[src/rtl/tta_fu_move_issuer.sv]
// tta_fu_move_issuer
// Initiator side of the TTA function-unit port protocol. Takes whole operations
// (opcode, A, B) on a valid/ready request channel. For each one it issues the
// operand move (o1) and the trigger move (t1 + opcode) to a fixed-latency FU.
// It then waits out the FU latency, captures r1data and returns it on a
// valid/ready response channel.
//
// Ports
//   clk, reset                     rising-edge clock, asynchronous active-low reset
//   req_valid/req_ready            request handshake
//   req_opcode/req_a/req_b         operation: A goes to t1 (trigger), B goes to o1
//   rsp_valid/rsp_ready/rsp_data   response handshake and captured FU result
//   ext_lock                       global pipeline lock request
//   fu_t1data/fu_t1opcode/fu_t1load  trigger port towards the FU
//   fu_o1data/fu_o1load            operand port towards the FU
//   fu_r1data                      FU result
//   fu_glock                       FU global lock (ext_lock passed straight through)
//   ops_done                       completed response handshakes (wrapping)
//   o1_skips                       issues whose o1 load was suppressed (wrapping)
module tta_fu_move_issuer #(
  parameter int DATA_W  = 32,
  parameter int OPC_W   = 4,
  parameter int LATENCY = 1,
  parameter int CNT_W   = 16
) (
  input  logic              clk,
  input  logic              reset,
  input  logic              req_valid,
  output logic              req_ready,
  input  logic [OPC_W-1:0]  req_opcode,
  input  logic [DATA_W-1:0] req_a,
  input  logic [DATA_W-1:0] req_b,
  output logic              rsp_valid,
  input  logic              rsp_ready,
  output logic [DATA_W-1:0] rsp_data,
  input  logic              ext_lock,
  output logic [DATA_W-1:0] fu_t1data,
  output logic [OPC_W-1:0]  fu_t1opcode,
  output logic              fu_t1load,
  output logic [DATA_W-1:0] fu_o1data,
  output logic              fu_o1load,
  input  logic [DATA_W-1:0] fu_r1data,
  output logic              fu_glock,
  output logic [CNT_W-1:0]  ops_done,
  output logic [CNT_W-1:0]  o1_skips
);

  localparam int LAT_W = (LATENCY > 1) ? $clog2(LATENCY) : 1;

  localparam logic [1:0] S_IDLE  = 2'd0;
  localparam logic [1:0] S_ISSUE = 2'd1;
  localparam logic [1:0] S_WAIT  = 2'd2;
  localparam logic [1:0] S_RESP  = 2'd3;

  logic [1:0]        state_q,      state_d;
  logic [OPC_W-1:0]  opc_q,        opc_d;
  logic [DATA_W-1:0] a_q,          a_d;
  logic [DATA_W-1:0] b_q,          b_d;
  logic [DATA_W-1:0] shadow_q,     shadow_d;
  logic              shadow_vld_q, shadow_vld_d;
  logic [LAT_W-1:0]  cnt_q,        cnt_d;
  logic [DATA_W-1:0] rsp_data_q,   rsp_data_d;
  logic [CNT_W-1:0]  ops_done_q,   ops_done_d;
  logic [CNT_W-1:0]  o1_skips_q,   o1_skips_d;

  logic in_idle;
  logic in_issue;
  logic o1_needed;
  logic accept;

  assign in_idle  = (state_q == S_IDLE);
  assign in_issue = (state_q == S_ISSUE);

  // The shadow mirrors what the FU's o1 register holds. The o1 move is only
  // needed when that content is unknown or differs from the new B operand.
  assign o1_needed = ~shadow_vld_q | (shadow_q != b_q);
  assign accept    = req_valid & in_idle & ~ext_lock;

  // req_ready is forced high while reset is held. Acceptance is still blocked
  // because the flops are held in reset.
  assign req_ready   = ~reset | (in_idle & ~ext_lock);
  assign rsp_valid   = (state_q == S_RESP);
  assign rsp_data    = rsp_data_q;
  assign fu_t1load   = in_issue;
  assign fu_o1load   = in_issue & o1_needed;
  assign fu_t1data   = a_q;
  assign fu_t1opcode = opc_q;
  assign fu_o1data   = b_q;
  assign fu_glock    = ext_lock;
  assign ops_done    = ops_done_q;
  assign o1_skips    = o1_skips_q;

  always_comb begin
    state_d      = state_q;
    opc_d        = opc_q;
    a_d          = a_q;
    b_d          = b_q;
    shadow_d     = shadow_q;
    shadow_vld_d = shadow_vld_q;
    cnt_d        = cnt_q;
    rsp_data_d   = rsp_data_q;
    ops_done_d   = ops_done_q;
    o1_skips_d   = o1_skips_q;

    case (state_q)
      S_IDLE: begin
        if (accept) begin
          opc_d   = req_opcode;
          a_d     = req_a;
          b_d     = req_b;
          state_d = S_ISSUE;
        end
      end

      // Under lock the strobes stay asserted and the FU ignores them. The
      // moves only count as done on an unlocked edge.
      S_ISSUE: begin
        if (!ext_lock) begin
          shadow_d     = b_q;
          shadow_vld_d = 1'b1;
          if (!o1_needed) begin
            o1_skips_d = o1_skips_q + CNT_W'(1);
          end
          cnt_d   = LAT_W'(LATENCY - 1);
          state_d = S_WAIT;
        end
      end

      // The FU pipeline is frozen under lock, so the countdown freezes too.
      S_WAIT: begin
        if (!ext_lock) begin
          if (cnt_q == '0) begin
            rsp_data_d = fu_r1data;
            state_d    = S_RESP;
          end else begin
            cnt_d = cnt_q - LAT_W'(1);
          end
        end
      end

      S_RESP: begin
        if (rsp_ready) begin
          ops_done_d = ops_done_q + CNT_W'(1);
          state_d    = S_IDLE;
        end
      end

      default: state_d = S_IDLE;
    endcase
  end

  // A reset in mid-operation leaves the FU contents unknown, so the shadow is
  // invalidated along with everything else.
  always_ff @(posedge clk or negedge reset) begin
    if (!reset) begin
      state_q      <= S_IDLE;
      opc_q        <= '0;
      a_q          <= '0;
      b_q          <= '0;
      shadow_q     <= '0;
      shadow_vld_q <= 1'b0;
      cnt_q        <= '0;
      rsp_data_q   <= '0;
      ops_done_q   <= '0;
      o1_skips_q   <= '0;
    end else begin
      state_q      <= state_d;
      opc_q        <= opc_d;
      a_q          <= a_d;
      b_q          <= b_d;
      shadow_q     <= shadow_d;
      shadow_vld_q <= shadow_vld_d;
      cnt_q        <= cnt_d;
      rsp_data_q   <= rsp_data_d;
      ops_done_q   <= ops_done_d;
      o1_skips_q   <= o1_skips_d;
    end
  end

endmodule
[config.mk]
export PLATFORM = sky130hd
export DESIGN_NAME = tta_fu_move_issuer
export DESIGN_NICKNAME = d
export VERILOG_FILES = /design/src/rtl/tta_fu_move_issuer.sv
export SDC_FILE = /design/constraint.sdc
export NUM_CORES = 1
export LEC_CHECK = 0
export BUFFER_PORTS_ARGS = -buffer_cell sky130_fd_sc_hd__buf_2
export CAP_MARGIN = 10
export CORE_ASPECT_RATIO = 0.75
export CORE_UTILIZATION = 45
export CTS_CLUSTER_DIAMETER = 120
export DETAILED_ROUTE_END_ITERATION = 6
export GPL_TIMING_DRIVEN = 0
export HOLD_SLACK_MARGIN = 0.06
export PLACE_DENSITY = 0.79
export SYNTH_ARGS = -nofsm -noshare
export SYNTH_HDL_FRONTEND = slang
export SYNTH_SLANG_ARGS = --single-unit
[constraint.sdc]
create_clock -name clk -period 1.9 [get_ports clk]
set_clock_uncertainty 0.1 [all_clocks]
set_input_delay 0.475 -clock clk [delete_from_list [all_inputs] [get_ports clk]]
set_output_delay 0.475 -clock clk [all_outputs]
set_load 0.05 [all_outputs]
==> metrics.txt, run 1 <==
floorplan row count 38; result of the run complete, but fails checks; Antenna Violating Nets Remaining 0; netlist area before placement 6950 um2; Overflow after GRT 0; P_leak 4.92 nW; max-cap check violation count 0; share of final-layout standard cells stronger than drive strength 1 67.4%; Core Footprint 14800 um2; sequential-to-total area share from yosys stat 60.1%; detailed-placement wirelength estimate 11.7 mm; distinct cell type count of the synthesized netlist 38; cell type contributing the most total cell area after synthesis dfrtp_1; total power after layout 19.1 mW; largest net degree at the start of global routing 95; library cell with the highest instance count after synthesis dfrtp_1; H-tree depth 4; global-route wire length before repair 27.0 mm; FILL cells 1067; RSZ-0062 raised after global routing yes; Power Internal 10.3 mW; number of remaining DRC errors 0; count of boundary I/O pins 242; nets in the synthesized netlist 599; violated checks hold timing, setup timing; Pins Over Slew Limit 0; Pwr per Cell Area 1940 nW/um2; Sw Ratio 45.8%; cell area after placement 8540 um2; path type of the worst setup path reg -> out; Global Route Usage Sum 22.0%; post-route setup slack -670 ps; die boundary height 110 um; highest fanout seen on the critical path 2; endpoints failing setup 18; die width 145 um; class of the tightest hold or removal check in -> async; time the final worst path needs with I/O delays and setup 2570 ps; achievable clock frequency 389 MHz; antenna fix cells 0; first-pass iteration count of the detailed router 7; arrival time of the worst setup path 1990 ps; Gate Count Post-Synth 488; total negative slack for setup checks -4360 ps; buffers from clock root to sink, at most 2; Hold Slack -15.2 ps; cell types with the largest area share after synthesis dfrtp_1, mux2_2, xnor2_1; Gate power share 49.4%; number of antenna violations at the first check in global routing 1; average cell area after synthesis 14.2 um2; top cell type's share of synthesized area 60.1%; Critical Path End Type output pin; Tightest Pin Transition 777 ps; data required time at the worst endpoint 1320 ps; power dissipated by switching net loads 8.73 mW; via/cell ratio 5.05; final critical-path share of the clock period 135%; count of port buffers added during placement 241; Setup crit start kind register; number of nets in the final layout 899; clock sink total 167; leading cell types by count after synthesis dfrtp_1, mux2_2, xnor2_1, nand2_1, xor2_1; EDFF count, synth 0; weighted congestion reported at the end of routability-driven placement 0.824; cell area after layout 9850 um2; TritonCTS Buffers 17; area grow syn2layout 41.7%; power share of the clock group 17.8%; clock transition at the registers of the reported paths 70 ps; largest voltage drop on the vdd net 0.00163 V; initial DRC count 168; total routed wirelength 17.1 mm; Worst-Skew Late Latency 410 ps; relative max-transition margin 48.1%; CTS tree built; primary flip-flop cell chosen by synthesis mapping dfrtp_1; wire per inst 17.1 um; Synth warnings 0; vias in the first global route 5351; die area 15900 um2; power share of the sequential group 32.8%; vias after detailed routing 5057; initial standard-cell utilization of the core 47.0%; share of synthesized registers carrying an async set or reset 100%; number of flip-flops and latches in the synthesized netlist 167; final hold viol count 24; library cell used as clock root buffer clkbuf_16
[per-stage QoR]
step | setup slack, ps | instances | utilization, %
after floorplan | -265 | 488 | -
after global placement | -2400 | 929 | 57.5
after detailed placement | -555 | 930 | 57.8
after CTS | -694 | 995 | 65.8
after global routing | -764 | 1001 | 66.6
final | -670 | 1001 | 66.6
[state kept, by name (all words and copies together), names as in the netlist]
name          count
rsp_data         32
state_q           2
ops_done         16
shadow_vld_q      1
fu_t1data        32
fu_t1opcode       4
shadow_q         32
o1_skips         16
fu_o1data        32
[final cells by class]
cell class,count,area (um2),share of cell area [%]
Buffer,17,150,1.52
Clock buffer,21,470,4.78
Clock inverter,11,115,1.17
Inverter,17,63.8,0.648
Multi-Input combinational cell,286,2950,29.9
Sequential cell,167,4230,42.9
Tap cell,200,250,2.54
Timing Repair Buffer,282,1630,16.5
[path summary, 6_finish.rpt]
path | from | end | slack, ps | cells after the start
setup / recovery | fu_o1data[12]$_DFFE_PN0P_ | fu_o1load | -670 | 7
hold reg to reg | ops_done[15]$_DFFE_PN0P_ | ops_done[15]$_DFFE_PN0P_ | 360 | 1
min in group clk | fu_r1data[10] | rsp_data[10]$_DFFE_PN0P_ | 170 | 2
setup reg to reg | fu_o1data[3]$_DFFE_PN0P_ | o1_skips[12]$_DFFE_PN0P_ | -340 | 9
hold / removal | reset | shadow_q[21]$_DFFE_PN0P_ | -20 | 1
max in group asynchronous | reset | fu_o1data[31]$_DFFE_PN0P_ | 820 | 2
[critical path: stages (launching register included)]
cell     delay, ps
dfrtp_2        430
xnor2_2        140
nand4_1        110
nor3_2         260
nand3_2        140
buf_8          150
o21a_4         190
buf_6          150
[per-layer routing]
metal	wire length, um	part of all wire (%)	vias up	global-route usage [%]
li1	-	-	2295	-
met1	7050	41	2527	26.8
met2	8530	50	202	37.4
met3	1220	7.1	31	6.97
met4	270	1.6	2	7.52
met5	17	0.099	-	0
[power groups by stage]
stage / Combinational (mW) / Sequential [mW] / Clock, mW
finish: 9.41 / 6.26 / 3.40
global placement: 8.54 / 6.17 / 0
detailed placement: 8.75 / 6.28 / 0
global route: 9.87 / 6.44 / 3.59
floorplan: 2.76 / 10.1 / 0
CTS: 9.38 / 6.21 / 3.44
[cells in the final DEF, fill, tap and decap left out, types with 7 or more instances in the layout]
cell type	n
buf_2	239
o21ai_0	7
xnor2_2	9
xnor2_1	25
buf_4	30
nand2_1	21
clkbuf_16	17
nand4_1	9
dfrtp_1	130
xor2_1	20
mux2_1	8
buf_6	22
inv_2	7
nor4_4	12
dfrtp_2	37
inv_1	10
mux2_2	121
[timing repair]
item                                   in CTS  in global routing
pin swaps                                  31                 28
endpoints found under the hold margin      73                 66
resized for setup                          75                 23
setup buffers                              34                 11
setup endpoints to repair                 141                 91
[cell families (layout without fill, tap and decap cells)]
kind of cell | after synthesis | in the layout | synth area share, %
simple gates | 78 | 78 | 7.04
fa+ha+maj | 6 | 6 | 1.08
compound gates | 18 | 18 | 1.69
flops | 167 | 167 | 60.1
mux | 130 | 130 | 21.1
xor+xnor | 54 | 54 | 6.81
buf+inv | 35 | 348 | 2.18
Power figures use the tool's default switching activity.
==> inputs of run 2 (changes only) <==
==> constraint.sdc (replaced) <==
create_clock -name clk -period 2.17 [get_ports clk]
set_clock_uncertainty 0.1 [all_clocks]
set_input_delay 0.5425 -clock clk [delete_from_list [all_inputs] [get_ports clk]]
set_output_delay 0.5425 -clock clk [all_outputs]
set_load 0.05 [all_outputs]
==> metrics.txt, run 2 (same netlist as run 1, synthesis figures left out) <==
class of the tightest hold or removal check in -> async; number of cells after detailed placement 930 (unchanged); Pwr per Cell Area 1720 nW/um2 (-11%); post-route setup slack -583 ps (+87.1 ps); power share of the clock group 18.8% (+1.0 points); CTS tree built; antenna fix cells 0 (unchanged); library cell used as clock root buffer clkbuf_16; Setup crit start kind register; result of the run complete, but fails checks; number of nets in the final layout 881 (-2.0%); Post-CTS Hold Buffers 0; pre-CTS WS -599 ps (-44.0 ps); Overflow after GRT 0 (unchanged); data required time at the worst endpoint 1530 ps (+210 ps); H-tree depth 4 (unchanged); Critical Path End Type output pin; total negative slack for setup checks -1290 ps (+3070 ps); die width 145 um (unchanged); GR met1 Demand/Resource 25.0% (-1.8 points); P_leak 4.84 nW (-1.6%); RSZ-0062 raised after global routing yes; detailed-placement wirelength estimate 11.7 mm (-0.28%); violated checks hold timing, setup timing; Power Internal 8.84 mW (-14%); relative max-transition margin 49.1% (+0.99 points); most frequent cells in the layout buf_2, dfrtp_1, mux2_2; die boundary height 110 um (unchanged); initial standard-cell utilization of the core 47.0% (unchanged); Sw Ratio 46.3% (+0.50 points); vias after detailed routing 4966 (-1.8%); count of port buffers added during placement 241 (unchanged); largest net degree at the start of global routing 95 (unchanged); total routed wirelength 16.8 mm (-1.8%); Layout Cells excl Fill 983 (-1.8%); initial DRC count 146 (-13%); Global Route Usage Sum 20.9% (-1.1 points); share of final-layout standard cells stronger than drive strength 1 61.4% (-6.0 points); achievable clock frequency 363 MHz; startpoint of the worst-slack reg-to-reg timing path fu_o1data[8]$_DFFE_PN0P_; area grow syn2layout 38.0%; die area 15900 um2 (unchanged); clock transition at the registers of the reported paths 80 ps (about the same); Antenna Violating Nets Remaining 0 (unchanged); weighted congestion reported at the end of routability-driven placement 0.805 (-2.4%); clock sink total 167 (unchanged); number of remaining DRC errors 0 (unchanged); Worst-Skew Late Latency 420 ps (about the same); via/cell ratio 5.05 (about the same); endpoints failing setup 10 (-8); count of boundary I/O pins 242 (unchanged); number of antenna violations at the first check in global routing 1 (unchanged); highest fanout seen on the critical path 2 (unchanged); most frequent standard cell in the layout excluding fill and tap cells buf_2; end of the critical path fu_o1load; capture point of the worst reg-to-reg path o1_skips[14]$_DFFE_PN0P_; first-pass iteration count of the detailed router 4 (-3); path type of the worst setup path reg -> out; Gate power share 48.4% (-1.0 points); largest voltage drop on the vdd net 0.00125 V (-23%); Worst setup startpoint fu_o1data[5]$_DFFE_PN0P_; arrival time of the worst setup path 2110 ps (+120 ps); Tightest Pin Transition 762 ps (-14.8 ps); global-route wire length before repair 25.5 mm (-5.5%); floorplan row count 38 (unchanged); power dissipated by switching net loads 7.63 mW (-13%); vias in the first global route 4973 (-7.1%); Pins Over Slew Limit 0 (unchanged); final hold viol count 66 (+180%); Core Footprint 14800 um2 (unchanged); time the final worst path needs with I/O delays and setup 2750 ps; wire per inst 17.1 um (about the same); max-cap check violation count 0 (unchanged); GRT met2 Usage 36.1% (-1.3 points); cell depth of the worst flop-to-flop path 8 (-1); busiest metal layer after global routing met2; Hold Slack -23.4 ps (-8.16 ps); buffers from clock root to sink, at most 2 (unchanged); setup slack, reg-to-reg -120 ps (+220 ps); met3 Usage GRT 7.22% (+0.25 points); final critical-path share of the clock period 127%; power share of the sequential group 32.7% (about the same); TritonCTS Buffers 17 (unchanged)
==> run 2: worst min-delay path by stage <==
| stage | from | to | slack, ps |
|---|---|---|---|
| 2_1_floorplan | reset | fu_o1data[0]$_DFFE_PN0P_ | 150 |
| 3_3_place_gp | shadow_vld_q$_DFFE_PN0P_ | shadow_vld_q$_DFFE_PN0P_ | 350 |
| 3_5_place_dp | shadow_vld_q$_DFFE_PN0P_ | shadow_vld_q$_DFFE_PN0P_ | 360 |
| 4_1_cts | reset | ops_done[11]$_DFFE_PN0P_ | 70 |
| 5_1_grt | reset | ops_done[15]$_DFFE_PN0P_ | -4 |
| 6_report | reset | ops_done[11]$_DFFE_PN0P_ | -20 |
==> run 2: per-stage QoR <==
stage	cell area [um2]	total power, mW	utilization (%)
3_3_place_gp	8440	12.8	57.1
6_report	9590	16.5	64.8
2_1_floorplan	6980	11.2	-
3_5_place_dp	8470	13.1	57.3
5_1_grt	9590	17.2	64.8
4_1_cts	9330	16.5	63.1
==> run 2: timing repair <==
action                                  4_1_cts  5_1_grt
pin swaps                                     9       23
setup buffers                                13       10
cloned                                        0        1
gates resized for setup                      37       33
hold endpoints to repair                      0       92
endpoints found under the setup margin      137       70
==> run 2: cell type report <==
class / count / area [um2]
Clock inverter: 13 / 160
Sequential cell: 167 / 4200
Buffer: 16 / 115
Multi-Input combinational cell: 286 / 2880
Tap cell: 200 / 250
Fill cell: 1108 / 5200
Inverter: 17 / 66.3
Timing Repair Buffer: 265 / 1470
Clock buffer: 19 / 443
==> run 2: metal layers <==
| metal | wire [um] | share of wire, % |
|---|---|---|
| met5 | 0 | 0 |
| met4 | 165 | 0.98 |
| met3 | 1090 | 6.5 |
| met2 | 8610 | 51 |
| met1 | 6900 | 41 |
==> run 2: power by group through the flow <==
stage | Combinational (mW) | Sequential, mW | Clock, mW
after global placement | 7.47 | 5.34 | 0
after global routing | 8.36 | 5.58 | 3.28
after CTS | 7.96 | 5.39 | 3.16
final | 7.98 | 5.39 | 3.10
after detailed placement | 7.61 | 5.45 | 0
after floorplan | 2.38 | 8.77 | 0
==> run 2: critical path, stage by stage (launching register included) <==
cell and delay [ps]:
dfrtp_2 430, xnor2_2 150, nand4_1 250, nor3_4 260
nand3_4 110, buf_8 150, o21a_4 190, buf_8 150
